## config.mk

```make
export PLATFORM = sky130hd
export DESIGN_NAME = class_histogram
export DESIGN_NICKNAME = d
export VERILOG_FILES = /design/src/rtl/hist_pkg.sv /design/src/rtl/class_histogram_sat_counter.sv /design/src/rtl/class_histogram.sv
export SDC_FILE = /design/constraint.sdc
export NUM_CORES = 1
export LEC_CHECK = 0
export CAP_MARGIN = 40
export CORE_MARGIN = 2
export CORE_UTILIZATION = 45
export CTS_CLUSTER_DIAMETER = 60
export DETAILED_ROUTE_END_ITERATION = 16
export DONT_BUFFER_PORTS = 1
export GPL_ROUTABILITY_DRIVEN = 0
export HOLD_SLACK_MARGIN = 0.03
export PLACE_DENSITY = 0.56
export SYNTH_ARGS = -nofsm -noshare
export SYNTH_HDL_FRONTEND = slang
export SYNTH_SLANG_ARGS = --single-unit
export TNS_END_PERCENT = 30
```

## constraint.sdc

```tcl
create_clock -name clk -period 2.23 [get_ports clk]
set_clock_uncertainty 0.2 [all_clocks]
set_input_delay 0.446 -clock clk [delete_from_list [all_inputs] [get_ports clk]]
set_output_delay 0.446 -clock clk [all_outputs]
set_load 0.02 [all_outputs]
```

## src/rtl/hist_pkg.sv

```systemverilog
// Shared definitions for the class histogram and the classifier bench.
package hist_pkg;

  // Drain controller states
  typedef enum logic {
    IDLE = 1'b0,
    DUMP = 1'b1
  } hist_state_t;

  // Number of histogram bins for a given class code width
  function automatic int hist_ncls(input int cls_w);
    return 32'sd1 << cls_w;
  endfunction

endpackage

```

## src/rtl/class_histogram_sat_counter.sv

```systemverilog
// One histogram bin: saturating up-counter with a sticky saturation flag.
// Clear wins over increment; the two never coincide in the parent because
// the input is stalled while bins are being drained.
module sat_counter #(
  parameter int CNT_W = 8
) (
  input  logic             clk,
  input  logic             rst,
  input  logic             inc_i,
  input  logic             clr_i,
  output logic [CNT_W-1:0] count_o,
  output logic             sat_o
);

  localparam logic [CNT_W-1:0] MAX_CNT = {CNT_W{1'b1}};

  logic [CNT_W-1:0] count_q, count_d;
  logic             sat_q, sat_d;

  // Next count: clear, hold at max (flagging saturation), or increment
  always_comb begin
    count_d = count_q;
    sat_d   = sat_q;
    if (clr_i) begin
      count_d = {CNT_W{1'b0}};
      sat_d   = 1'b0;
    end else if (inc_i) begin
      if (count_q == MAX_CNT) begin
        count_d = count_q;
        sat_d   = 1'b1;
      end else begin
        count_d = count_q + {{(CNT_W-1){1'b0}}, 1'b1};
        sat_d   = sat_q;
      end
    end else begin
      count_d = count_q;
      sat_d   = sat_q;
    end
  end

  // Bin state register with synchronous reset
  always_ff @(posedge clk) begin
    if (rst) begin
      count_q <= {CNT_W{1'b0}};
      sat_q   <= 1'b0;
    end else begin
      count_q <= count_d;
      sat_q   <= sat_d;
    end
  end

  assign count_o = count_q;
  assign sat_o   = sat_q;

endmodule

```

## src/rtl/class_histogram.sv

```systemverilog
// Per-class saturating histogram fed by classifier codes; drains all bins in
// index order on request, clearing each bin as its record is consumed.
module class_histogram
  import hist_pkg::*;
#(
  parameter int CNT_W = 8,
  parameter int CLS_W = 2
) (
  input  logic             clk,
  input  logic             rst,
  input  logic             in_valid,
  output logic             in_ready,
  input  logic [CLS_W-1:0] in_cls,
  input  logic             dump_req,
  output logic             out_valid,
  input  logic             out_ready,
  output logic [CLS_W-1:0] out_idx,
  output logic [CNT_W-1:0] out_count,
  output logic             out_sat,
  output logic             out_last,
  output logic             busy
);

  localparam int               NCLS     = hist_ncls(CLS_W);
  localparam logic [CLS_W-1:0] LAST_IDX = CLS_W'(NCLS - 1);

  hist_state_t      state_q, state_d;
  logic [CLS_W-1:0] ptr_q, ptr_d;

  logic [CNT_W-1:0] cnt_s [NCLS];
  logic [NCLS-1:0]  sat_s;
  logic [NCLS-1:0]  inc_s;
  logic [NCLS-1:0]  clr_s;
  logic             accept_s;
  logic             hs_s;
  logic             dumping_s;

  assign dumping_s = (state_q == DUMP);
  assign accept_s  = in_valid && in_ready;
  assign hs_s      = out_valid && out_ready;

  // One saturating counter per bin; increments only in IDLE, clears on read
  for (genvar g = 0; g < NCLS; g++) begin : g_bin
    assign inc_s[g] = accept_s && (in_cls == CLS_W'(g));
    assign clr_s[g] = hs_s && (ptr_q == CLS_W'(g));

    sat_counter #(.CNT_W(CNT_W)) u_bin (
      .clk     (clk),
      .rst     (rst),
      .inc_i   (inc_s[g]),
      .clr_i   (clr_s[g]),
      .count_o (cnt_s[g]),
      .sat_o   (sat_s[g])
    );
  end

  // Next state: start a drain from IDLE, walk bins on each handshake, leave after the last
  always_comb begin
    state_d = state_q;
    ptr_d   = ptr_q;
    case (state_q)
      IDLE: begin
        if (dump_req) begin
          state_d = DUMP;
          ptr_d   = {CLS_W{1'b0}};
        end else begin
          state_d = IDLE;
          ptr_d   = ptr_q;
        end
      end
      DUMP: begin
        if (out_ready && (ptr_q == LAST_IDX)) begin
          state_d = IDLE;
          ptr_d   = {CLS_W{1'b0}};
        end else if (out_ready) begin
          state_d = DUMP;
          ptr_d   = ptr_q + {{(CLS_W-1){1'b0}}, 1'b1};
        end else begin
          state_d = DUMP;
          ptr_d   = ptr_q;
        end
      end
      default: begin
        state_d = IDLE;
        ptr_d   = {CLS_W{1'b0}};
      end
    endcase
  end

  // Controller state and bin pointer with synchronous reset
  always_ff @(posedge clk) begin
    if (rst) begin
      state_q <= IDLE;
      ptr_q   <= {CLS_W{1'b0}};
    end else begin
      state_q <= state_d;
      ptr_q   <= ptr_d;
    end
  end

  // Outputs are plain muxes of registered state: zero latency from state
  assign in_ready  = !dumping_s;
  assign out_valid = dumping_s;
  assign busy      = dumping_s;
  assign out_idx   = ptr_q;
  assign out_count = cnt_s[ptr_q];
  assign out_sat   = sat_s[ptr_q];
  assign out_last  = dumping_s && (ptr_q == LAST_IDX);

endmodule

```

# After elaboration in Yosys (flattened, before gate mapping)
# Index checks and enable logic that the tools add are counted.
dict set report word_totals {
  elab_cells 75
  in_bits 7
  output_inout_bits 15
  regBits 39
}
dict set report op_classes {
  n_lt_le_gt_ge 2
  bitwise 6
  n_addsub 5
  eq_ne 12
  n_reduce_logical 28
  mux 12
}
# op n
set op_table {}
lappend op_table {{$add A8 B1 Y8 const B} 4}
lappend op_table {{$eq A8 B8 Y1 const B} 4}
lappend op_table {{$reduce_and A2 Y1} 9}
lappend op_table {{$bmux W8 S2} 1}
lappend op_table {{$mux W8} 2}
lappend op_table {{$logic_and A1 B1 Y1} 12}
lappend op_table {{$eq A2 B2 Y1 const B} 4}
lappend op_table {{$reduce_or A2 Y1} 4}
lappend op_table {{$mux W2} 3}
lappend op_table {{$not A1 Y1} 5}
lappend op_table {{$eq A2 B1 Y1 const B} 2}
lappend op_table {{$logic_not A2 Y1} 2}
lappend op_table {{$pmux W2 S2} 1}
lappend op_table {{$ge A3 B3 Y1 const B} 1}
lappend op_table {{$lt A2 B3 Y1 const B} 1}
lappend op_table {{$mux W1} 3}
lappend op_table {{$ne A3 B2 Y1 const B} 1}
lappend op_table {{$not A2 Y3} 1}
lappend op_table {{$add A2 B1 Y2 const B} 1}
lappend op_table {{$bmux W1 S2} 1}
lappend op_table {{$ne A2 B2 Y1 const B} 1}
lappend op_table {{$pmux W1 S2} 1}
lappend op_table {{$logic_not A1 Y1} 1}

# Depth between registers and ports, before layout
# Gate-level depths: netlist (run 1).
dict set report depth {
  depth_word 4
  depth_mapped 6
  ltp_nobuf 5
}

# Hierarchy
# From an unflattened synthesis (run 1), not the netlist that was laid out.
dict set report hier_totals {
  hier_cells 240
  hier_area_um2 2372.3
}
# mod cells_per_inst seq_area_each_um2 instances area_per_inst_um2
set by_module_without_submodules {}
lappend by_module_without_submodules {sat_counter 50 180.2 4 471.7}
lappend by_module_without_submodules {class_histogram 40 60.1 1 485.5}

# Least setup slack after synthesis (run 1)
# No wires, ideal clock.
dict set report synth_timing {
  path_kind {register to output}
  startpoint {register ptr_q[1], in the netlist out_idx[1]}
  endpoint {output out_count[1]}
  path_buffers 1
  required_time_ns 1.584
  setup_slack_ns 0.171
  stages_incl_launch_ff 3
  t_arrival_ns 1.413
  path_cell_list {dfxtp_1 buf_2 mux4_2}
}
dict set report synth_via {
  elab_chain_len 4
}
# element line_no
set synth_rtl {}
lappend synth_rtl {{start: declaration} class_histogram.sv:28} ;# logic [CLS_W-1:0] ptr_q, ptr_d;
lappend synth_rtl {{start signal: assignment} class_histogram.sv:94} ;# ptr_q <= {CLS_W{1'b0}};
lappend synth_rtl {{start signal: assignment} class_histogram.sv:97} ;# ptr_q <= ptr_d;
lappend synth_rtl {{$not A2 Y3 (not written as such)} class_histogram.sv:106} ;# assign out_count = cnt_s[ptr_q];
lappend synth_rtl {{$bmux W8 S2} class_histogram.sv:106}
lappend synth_rtl {{$mux W8 (not written as such) (2 in a row)} class_histogram.sv:106}
lappend synth_rtl {{end: declaration} class_histogram.sv:18} ;# output logic [CNT_W-1:0] out_count,
# No other way between the ends. The select of a mux whose other input is x is not followed.

# Worst setup path after layout (run 1)
dict set report layout_timing {
  startpoint {register ptr_q[1], in the netlist out_idx[1]}
  endpoint {output out_count[7]}
}
# The elaborated chain is that of the path after synthesis.

==> results.toml, run 1 <==
[timing]
timing.fmax_mhz = 471
rsz0062_at_grt = "no"
fin_crit_ps = 2120
worstMarginPinSlew_ps = 396
max-slew-margin-rel = 0.733
fin_crit_sh = 0.952
setup-tns-final_ps = 0
finalSetupViolations = 0
drv_slew = 0
hold_violations = 0

[global_routing]
grt_pass1_vias = 1664
antenna_found_initial = 0
grt_pass1_wl_mm = 8.24
gr-total-overflow = 0
grt_usage = 0.205
grt_start_max_net_pins = 14

[worst_setup_path]
cp_max_fo = 9
critPathKind = "flop to primary output"
endpoint_kind = "primary output"
cp-start-kind = "flop"
cp.arrival_ps = 1480
required_ps = 1580

[clock_tree]
cts_buffers = 5
h-tree-depth = 2
postCtsResizedCells = 0
cts_tree = "built"
cts_max_path_buffers = 2
cts-root-buf = "clkbuf_8"
clkSinkCount = 39
post-cts-setup-buffers = 0
clk_latency_ps = 300
cts.clk_slew.worst_paths_ps = 80
cts-hold-fix-buffers = 1

[routing]
drc = 0
routedWlPerCell_um = 17.9
ant_nets = 0
vias = 1757
viasPerCell = 6.14
wirelength_mm = 5.12
firstDrtPassIters = 4
drt_iter0_drc = 71

[floorplanning]
die_height_um = 73.2
dieArea_um2 = 5350
ios = 22
core_area_um2 = 4660
rows = 25
initial_core_util = 0.462
die_w_um = 73.2

[power_and_ir_drop]
p_leak_nw = 0.832
powerDensity_nw_per_um2 = 637
ir_worst_vdd_mv = 0.376

[final_layout]
drive_gt1_frac = 0.151
areaGrowthSynthToFinish_pct = 9.42
layout.cells.non_filler = 286
multiInputGateArea_um2 = 1290
nets = 246
final_area_um2 = 2350
antenna-diode-count = 0
post-route-util = 0.505
nFillCells = 443
regArea_um2 = 781

[hold_path]
holdCritPathClass = "input pin to flop"

[synth]
synth_top_area_cell = "dfxtp_1"
synth_top_cell_area_share = 0.363
yosys_most_used_dff = "dfxtp_1"
yosysUniqueCellTypes = 47
async_reset_ff_frac = 0
ys_warn_count = 0
synthTopCellsByArea = "dfxtp_1, mux4_2, nor2_1"
ys_seq_elements = 39
synth_fp_nets = 244
synth_cells = 229
synth_edf_count = 0
syn_area_um2 = 2150
avgSynthCellArea_um2 = 9.40
ys_seq_area_frac = 0.363

[placed_design]
place_area_um2 = 2210
dp_cells = 277
dp_hpwl_mm = 3.87
port_buffers = 0

[run]
cap_viol_max_count = 0

[status]
status = "completed"
==> synthesized netlist by cell type (all sizes together) (2+ instances only) <==
cell    number
dfxtp       39
nor2        32
a21oi       15
nand2       10
nand3       10
mux4         9
ha           8
and3         7
inv          7
nand4        7
nor3         7
xor2         7
buf          6
clkbuf       6
mux2i        6
o21ai        6
a211oi       5
a31o         4
and4         4
or3          4
o211ai       3
a311oi       2
a31oi        2
a32oi        2
a41oi        2
and4bb       2
o31ai        2
==> final timing paths <==
path	startpoint	cells past startpoint	slack, ps	endpoint
setup reg to reg	g_bin[2].u_bin.count_o[0]	5	400	g_bin[2].u_bin.count_o[1]
setup / recovery	out_idx[1]	2	110	out_count[7]
hold reg to reg	g_bin[0].u_bin.sat_o	2	280	g_bin[0].u_bin.sat_o
hold / removal	dump_req	2	100	busy
==> registers in the layout, indices dropped and copies added, names as in the netlist <==
name and flops:
g_bin.u_bin.count_o 32, g_bin.u_bin.sat_o 4, out_idx 2, busy 1
==> placed cells by master, fill, tap and decap left out, types with 7 or more instances in the layout <==
master / Yosys / layout
a21oi_1: 15 / 15
and3_1: 7 / 7
dfxtp_1: 39 / 39
ha_1: 8 / 8
inv_1: 7 / 7
mux4_2: 9 / 9
nand2_1: 10 / 10
nand3_1: 10 / 10
nor2_1: 31 / 31
xor2_1: 7 / 7
==> metal layers <==
metal	routed length (µm)	GRT usage	share of wire
met2	2360	0.322	0.46
met3	319	0.0608	0.062
met4	102	0.0844	0.020
met5	0	0	0
met1	2330	0.264	0.46
==> layout make-up <==
class                   count  share of cell area
well taps                  54              0.0287
flip-flops and latches     39               0.332
clock buffers               5              0.0292
multi-input cells         171               0.547
clock inverters             3              0.0287
repair buffers              7              0.0234
inverters                   7              0.0112
==> cells by family after synthesis <==
group | share of synthesized area
muxes | 0.122
and+or+nand+nor | 0.244
AOI/OAI and AO/OA | 0.153
buffers and inverters | 0.0384
xor gates and xnor gates | 0.0326
DFF | 0.363
adders and majority gates | 0.0465
==> through the flow <==
stage	power [mW]	setup slack (ps)	hold WS [ps]
final	1.50	106	100
after detailed placement	0.803	423	266
after global placement	0.802	447	263
after CTS	1.51	101	94.6
after global routing	1.56	48.7	97.7
after floorplan	0.787	171	231
==> critical path, cell delays in order (launching register included) <==
cell	delay [ps]
dfxtp_1	350
buf_4	220
mux4_2	610
==> where the power goes <==
group	leakage, nW	total, mW	internal (mW)	switching [mW]
logic	0.453	0.0772	0.0309	0.0463
clock network	0.0644	0.710	0.446	0.264
registers	0.315	0.712	0.702	0.00997
total	0.832	1.50	1.18	0.320
(Power assumes the default switching activity.)
==> inputs of run 2 (changes only) <==
ABC_CLOCK_PERIOD_IN_PS = 2230   (was unset)
RECOVER_POWER = 50   (was unset)
==> run 2 against run 1 <==
Compared with the run above: critical endpoint unchanged; clock-buffer cell count stayed put; first-iteration DRC count is 25% higher; wire length is 0.18% lower; setup slack hardly changed; die area stayed put; combinational power is 4.5% lower; total power is 0.28% lower; register-to-register slack worse by 190 ps; fmax hardly changed; global-route usage stayed put; clock power hardly changed; critical path type unchanged; highest routed layer unchanged.
==> results.toml, run 2 (synthesized netlist as in run 1, its figures left out) <==
[clock_tree]
postCtsResizedCells = 0
cts_tree = "built"
cts_buffers = 5
cts-root-buf = "clkbuf_8"
clkSinkCount = 39
clk_latency_ps = 300
post-cts-setup-buffers = 0
cts_max_path_buffers = 2
cts-hold-fix-buffers = 1
cts.clk_slew.worst_paths_ps = 80
h-tree-depth = 2

[hold_path]
holdCritPathClass = "input pin to flop"
min_delay_path_depth = 2

[power_and_ir_drop]
p_leak_nw = 0.807
ir_worst_vdd_mv = 0.375
clkPwrFrac = 0.475
powerDensity_nw_per_um2 = 644
p_int_mw = 1.18
netSwitchingFraction = 0.213
p_comb_frac = 0.049
power_frac_seq = 0.476
net-switching-power_mw = 0.319

[routing]
routedWlPerCell_um = 17.9
firstDrtPassIters = 4
drt_iter0_drc = 89
ant_nets = 0
drc = 0
wirelength_mm = 5.11
viasPerCell = 6.14
vias = 1757

[timing]
setup-tns-final_ps = 0
worstMarginPinSlew_ps = 390
hold_violations = 0
rsz0062_at_grt = "no"
whs_ps = 99.8
fin_crit_sh = 0.953
max-slew-margin-rel = 0.737
fin_crit_ps = 2120
timing.fmax_mhz = 471
drv_slew = 0
finalSetupViolations = 0

[final_layout]
nets = 246
nFillCells = 447
final_common_cell = "dfxtp_1"
most-common-layout-cells = "dfxtp_1, nor2_1, a21oi_1, nand2_1, nand3_1"
areaGrowthSynthToFinish_pct = 7.85
regArea_um2 = 781
multiInputGateArea_um2 = 1260
antenna-diode-count = 0
drive_gt1_frac = 0.112
largest_reg_flops = 32

[global_routing]
antenna_found_initial = 0
grt_pass1_wl_mm = 8.24
gr-total-overflow = 0
grt_usage = 0.205
grt_pass1_vias = 1664
grt_start_max_net_pins = 14

[floorplanning]
die_w_um = 73.2
initial_core_util = 0.462
die_height_um = 73.2
core_area_um2 = 4660
ios = 22
dieArea_um2 = 5350
rows = 25

[worst_setup_path]
cp-start-kind = "flop"
r2r_cells = 5
critPathSlowestCell = "mux4_2"
path_buf_inv = 1
path_depth = 2
critPathKind = "flop to primary output"
crit_family = "multiplexers"
cp.arrival_ps = 1480
required_ps = 1580
cp_max_fo = 9
cp_cell_sequence = "buf_4 > mux4_2"
slowest_delay_ps = 610
endpoint_kind = "primary output"

[placed_design]
dp_hpwl_mm = 3.87
port_buffers = 0

[status]
status = "completed"

[run]
cap_viol_max_count = 0
run 2: path summary, 6_finish.rpt:
kind,from,to,slack (ps)
setup / recovery,out_idx[1],out_count[7],110
hold / removal,dump_req,busy,100
setup reg to reg,busy,g_bin[0].u_bin.count_o[6],210
hold reg to reg,g_bin[0].u_bin.sat_o,g_bin[0].u_bin.sat_o,280
run 2: per-layer routing:
metal,GRT usage,vias up,wire length (µm)
li1,-,867,-
met1,0.264,834,2330
met2,0.322,47,2370
met3,0.0608,9,307
met4,0.0844,0,102
met5,0,-,0
run 2: power groups by stage:
stage / clock [mW] / sequential, mW / combinational (mW)
2_1_floorplan: 0 / 0.729 / 0.0580
3_3_place_gp: 0 / 0.728 / 0.0737
3_5_place_dp: 0 / 0.729 / 0.0747
4_1_cts: 0.725 / 0.712 / 0.0772
5_1_grt: 0.759 / 0.713 / 0.0801
6_report: 0.710 / 0.712 / 0.0737
run 2: final cells by class:
type,count,area share
multi-input cells,171,0.542
clock buffers,5,0.0296
inverters,7,0.0113
clock inverters,3,0.0291
repair buffers,7,0.0221
flip-flops and latches,39,0.336
well taps,54,0.0291
run 2: metrics by stage:
| step | instances | instance area [µm²] | utilization | total power [mW] | setup slack (ps) |
|---|---|---|---|---|---|
| 2_1_floorplan | 229 | 2150 | - | 0.787 | 171 |
| 3_3_place_gp | 277 | 2210 | 0.474 | 0.802 | 447 |
| 3_5_place_dp | 277 | 2210 | 0.474 | 0.803 | 423 |
| 4_1_cts | 286 | 2350 | 0.505 | 1.51 | 101 |
| 5_1_grt | 286 | 2320 | 0.498 | 1.55 | 47.9 |
| 6_report | 286 | 2320 | 0.498 | 1.50 | 106 |
==> inputs of run 3 (changes only) <==
CELL_PAD_IN_SITES_DETAIL_PLACEMENT = 2   (was unset)
CELL_PAD_IN_SITES_GLOBAL_PLACEMENT = 2   (was unset)
CORE_UTILIZATION = 39   (was 45)
PLACE_DENSITY = 0.74   (was 0.56)
==> run 3 against run 2 <==
Compared with the run above: clock power shrank 31%; critical path depth is the same; combinational power grew 6.5%; worst hold slack lost 0.82 ps; die area grew 15%; via count grew 3.8%; utilization shrank 6.9 points; cell count grew 5.9%; largest cell class unchanged.
==> results.toml, run 3 (synthesized netlist as in run 1, its figures left out) <==
[worst_setup_path]
endpoint_kind = "primary output"
critPathKind = "flop to primary output"
cp.arrival_ps = 1430
cp-start-kind = "flop"
cp_max_fo = 7
required_ps = 1580

[floorplanning]
ios = 22
core_area_um2 = 5410
initial_core_util = 0.398
rows = 27
die_height_um = 78.3
dieArea_um2 = 6130
die_w_um = 78.3

[timing]
max-slew-margin-rel = 0.665
setup-tns-final_ps = 0
fin_crit_sh = 0.931
finalSetupViolations = 0
drv_slew = 0
hold_violations = 0
timing.fmax_mhz = 482
setup_slack_ps = 154
fin_crit_ps = 2080
whs_ps = 98.9
rsz0062_at_grt = "no"
worstMarginPinSlew_ps = 497

[final_layout]
nets = 246
areaGrowthSynthToFinish_pct = 7.79
final_common_cell = "dfxtp_1"
nFillCells = 619
drive_gt1_frac = 0.126
antenna-diode-count = 0
layout.cells.non_filler = 303
most-common-layout-cells = "dfxtp_1, nor2_1, a21oi_1, nand2_1, nand3_1"
largest_reg_flops = 32

[clock_tree]
post-cts-setup-buffers = 0
clkSinkCount = 39
cts.clk_slew.worst_paths_ps = 70
h-tree-depth = 2
cts_buffers = 5
cts-root-buf = "clkbuf_8"
cts_tree = "built"
clk_latency_ps = 290
cts_max_path_buffers = 2

[global_routing]
grt_pass1_wl_mm = 10.3
grt_pass1_vias = 1949
grt_start_max_net_pins = 12
gr-total-overflow = 0
antenna_found_initial = 0
grt_usage = 0.216

[run]
cap_viol_max_count = 0

[routing]
firstDrtPassIters = 4
viasPerCell = 6.02
drt_iter0_drc = 114
wirelength_mm = 6.32
ant_nets = 0
vias = 1823
routedWlPerCell_um = 20.8
drc = 0

[placed_design]
dp_hpwl_mm = 4.85
dp_cells = 295
place_ws_ps = 352
port_buffers = 0

[power_and_ir_drop]
p_leak_nw = 0.813
ir_worst_vdd_mv = 0.225
powerDensity_nw_per_um2 = 553

[status]
status = "completed"

[hold_path]
holdCritPathClass = "input pin to flop"
==> run 3: routing by layer <==
metal  vias up  global-route usage  routed length [µm]
li1        870                   -                   -
met2        39               0.363                3010
met5         -                   0                   0
met4         0              0.0702                 128
met1       902               0.272                2870
met3        12              0.0517                 301
==> run 3: report_power, final <==
| group | internal (mW) | switching, mW | leakage (nW) |
|---|---|---|---|
| Sequential | 0.702 | 0.00982 | 0.315 |
| Clock | 0.243 | 0.250 | 0.0470 |
| Combinational | 0.0289 | 0.0495 | 0.452 |
==> run 3: metrics by stage <==
stage | power, mW | area, µm² | util
2_1_floorplan | 0.787 | 2150 | -
3_3_place_gp | 0.803 | 2230 | 0.413
3_5_place_dp | 0.808 | 2230 | 0.413
4_1_cts | 1.30 | 2330 | 0.431
5_1_grt | 1.33 | 2320 | 0.429
6_report | 1.28 | 2320 | 0.429
==> run 3: final timing paths <==
| path | cells past startpoint | slack (ps) | from | endpoint |
|---|---|---|---|---|
| setup / recovery | 2 | 150 | out_idx[1] | out_sat |
| hold / removal | 2 | 100 | dump_req | busy |
| setup reg to reg | 5 | 240 | busy | g_bin[0].u_bin.count_o[6] |
| hold reg to reg | 2 | 300 | g_bin[2].u_bin.sat_o | g_bin[2].u_bin.sat_o |
==> run 3: timing repair <==
item                                   in CTS  in global routing
hold buffers                                1                  0
resized for setup                           0                  0
endpoints found under the hold margin       2                  0
==> run 3: critical path: stages (launching register included) <==
cell and delay, ps:
dfxtp_1 330, buf_4 190, mux4_2 610
==> run 3: layout make-up <==
type / count / area [µm²] / area share
Tap cell: 72 / 90.1 / 0.0388
Clock buffer: 6 / 82.6 / 0.0356
Multi-Input combinational cell: 171 / 1280 / 0.553
Timing Repair Buffer: 7 / 52.6 / 0.0227
Inverter: 7 / 26.3 / 0.0113
Sequential cell: 39 / 781 / 0.337
Clock inverter: 1 / 5.00 / 0.00216
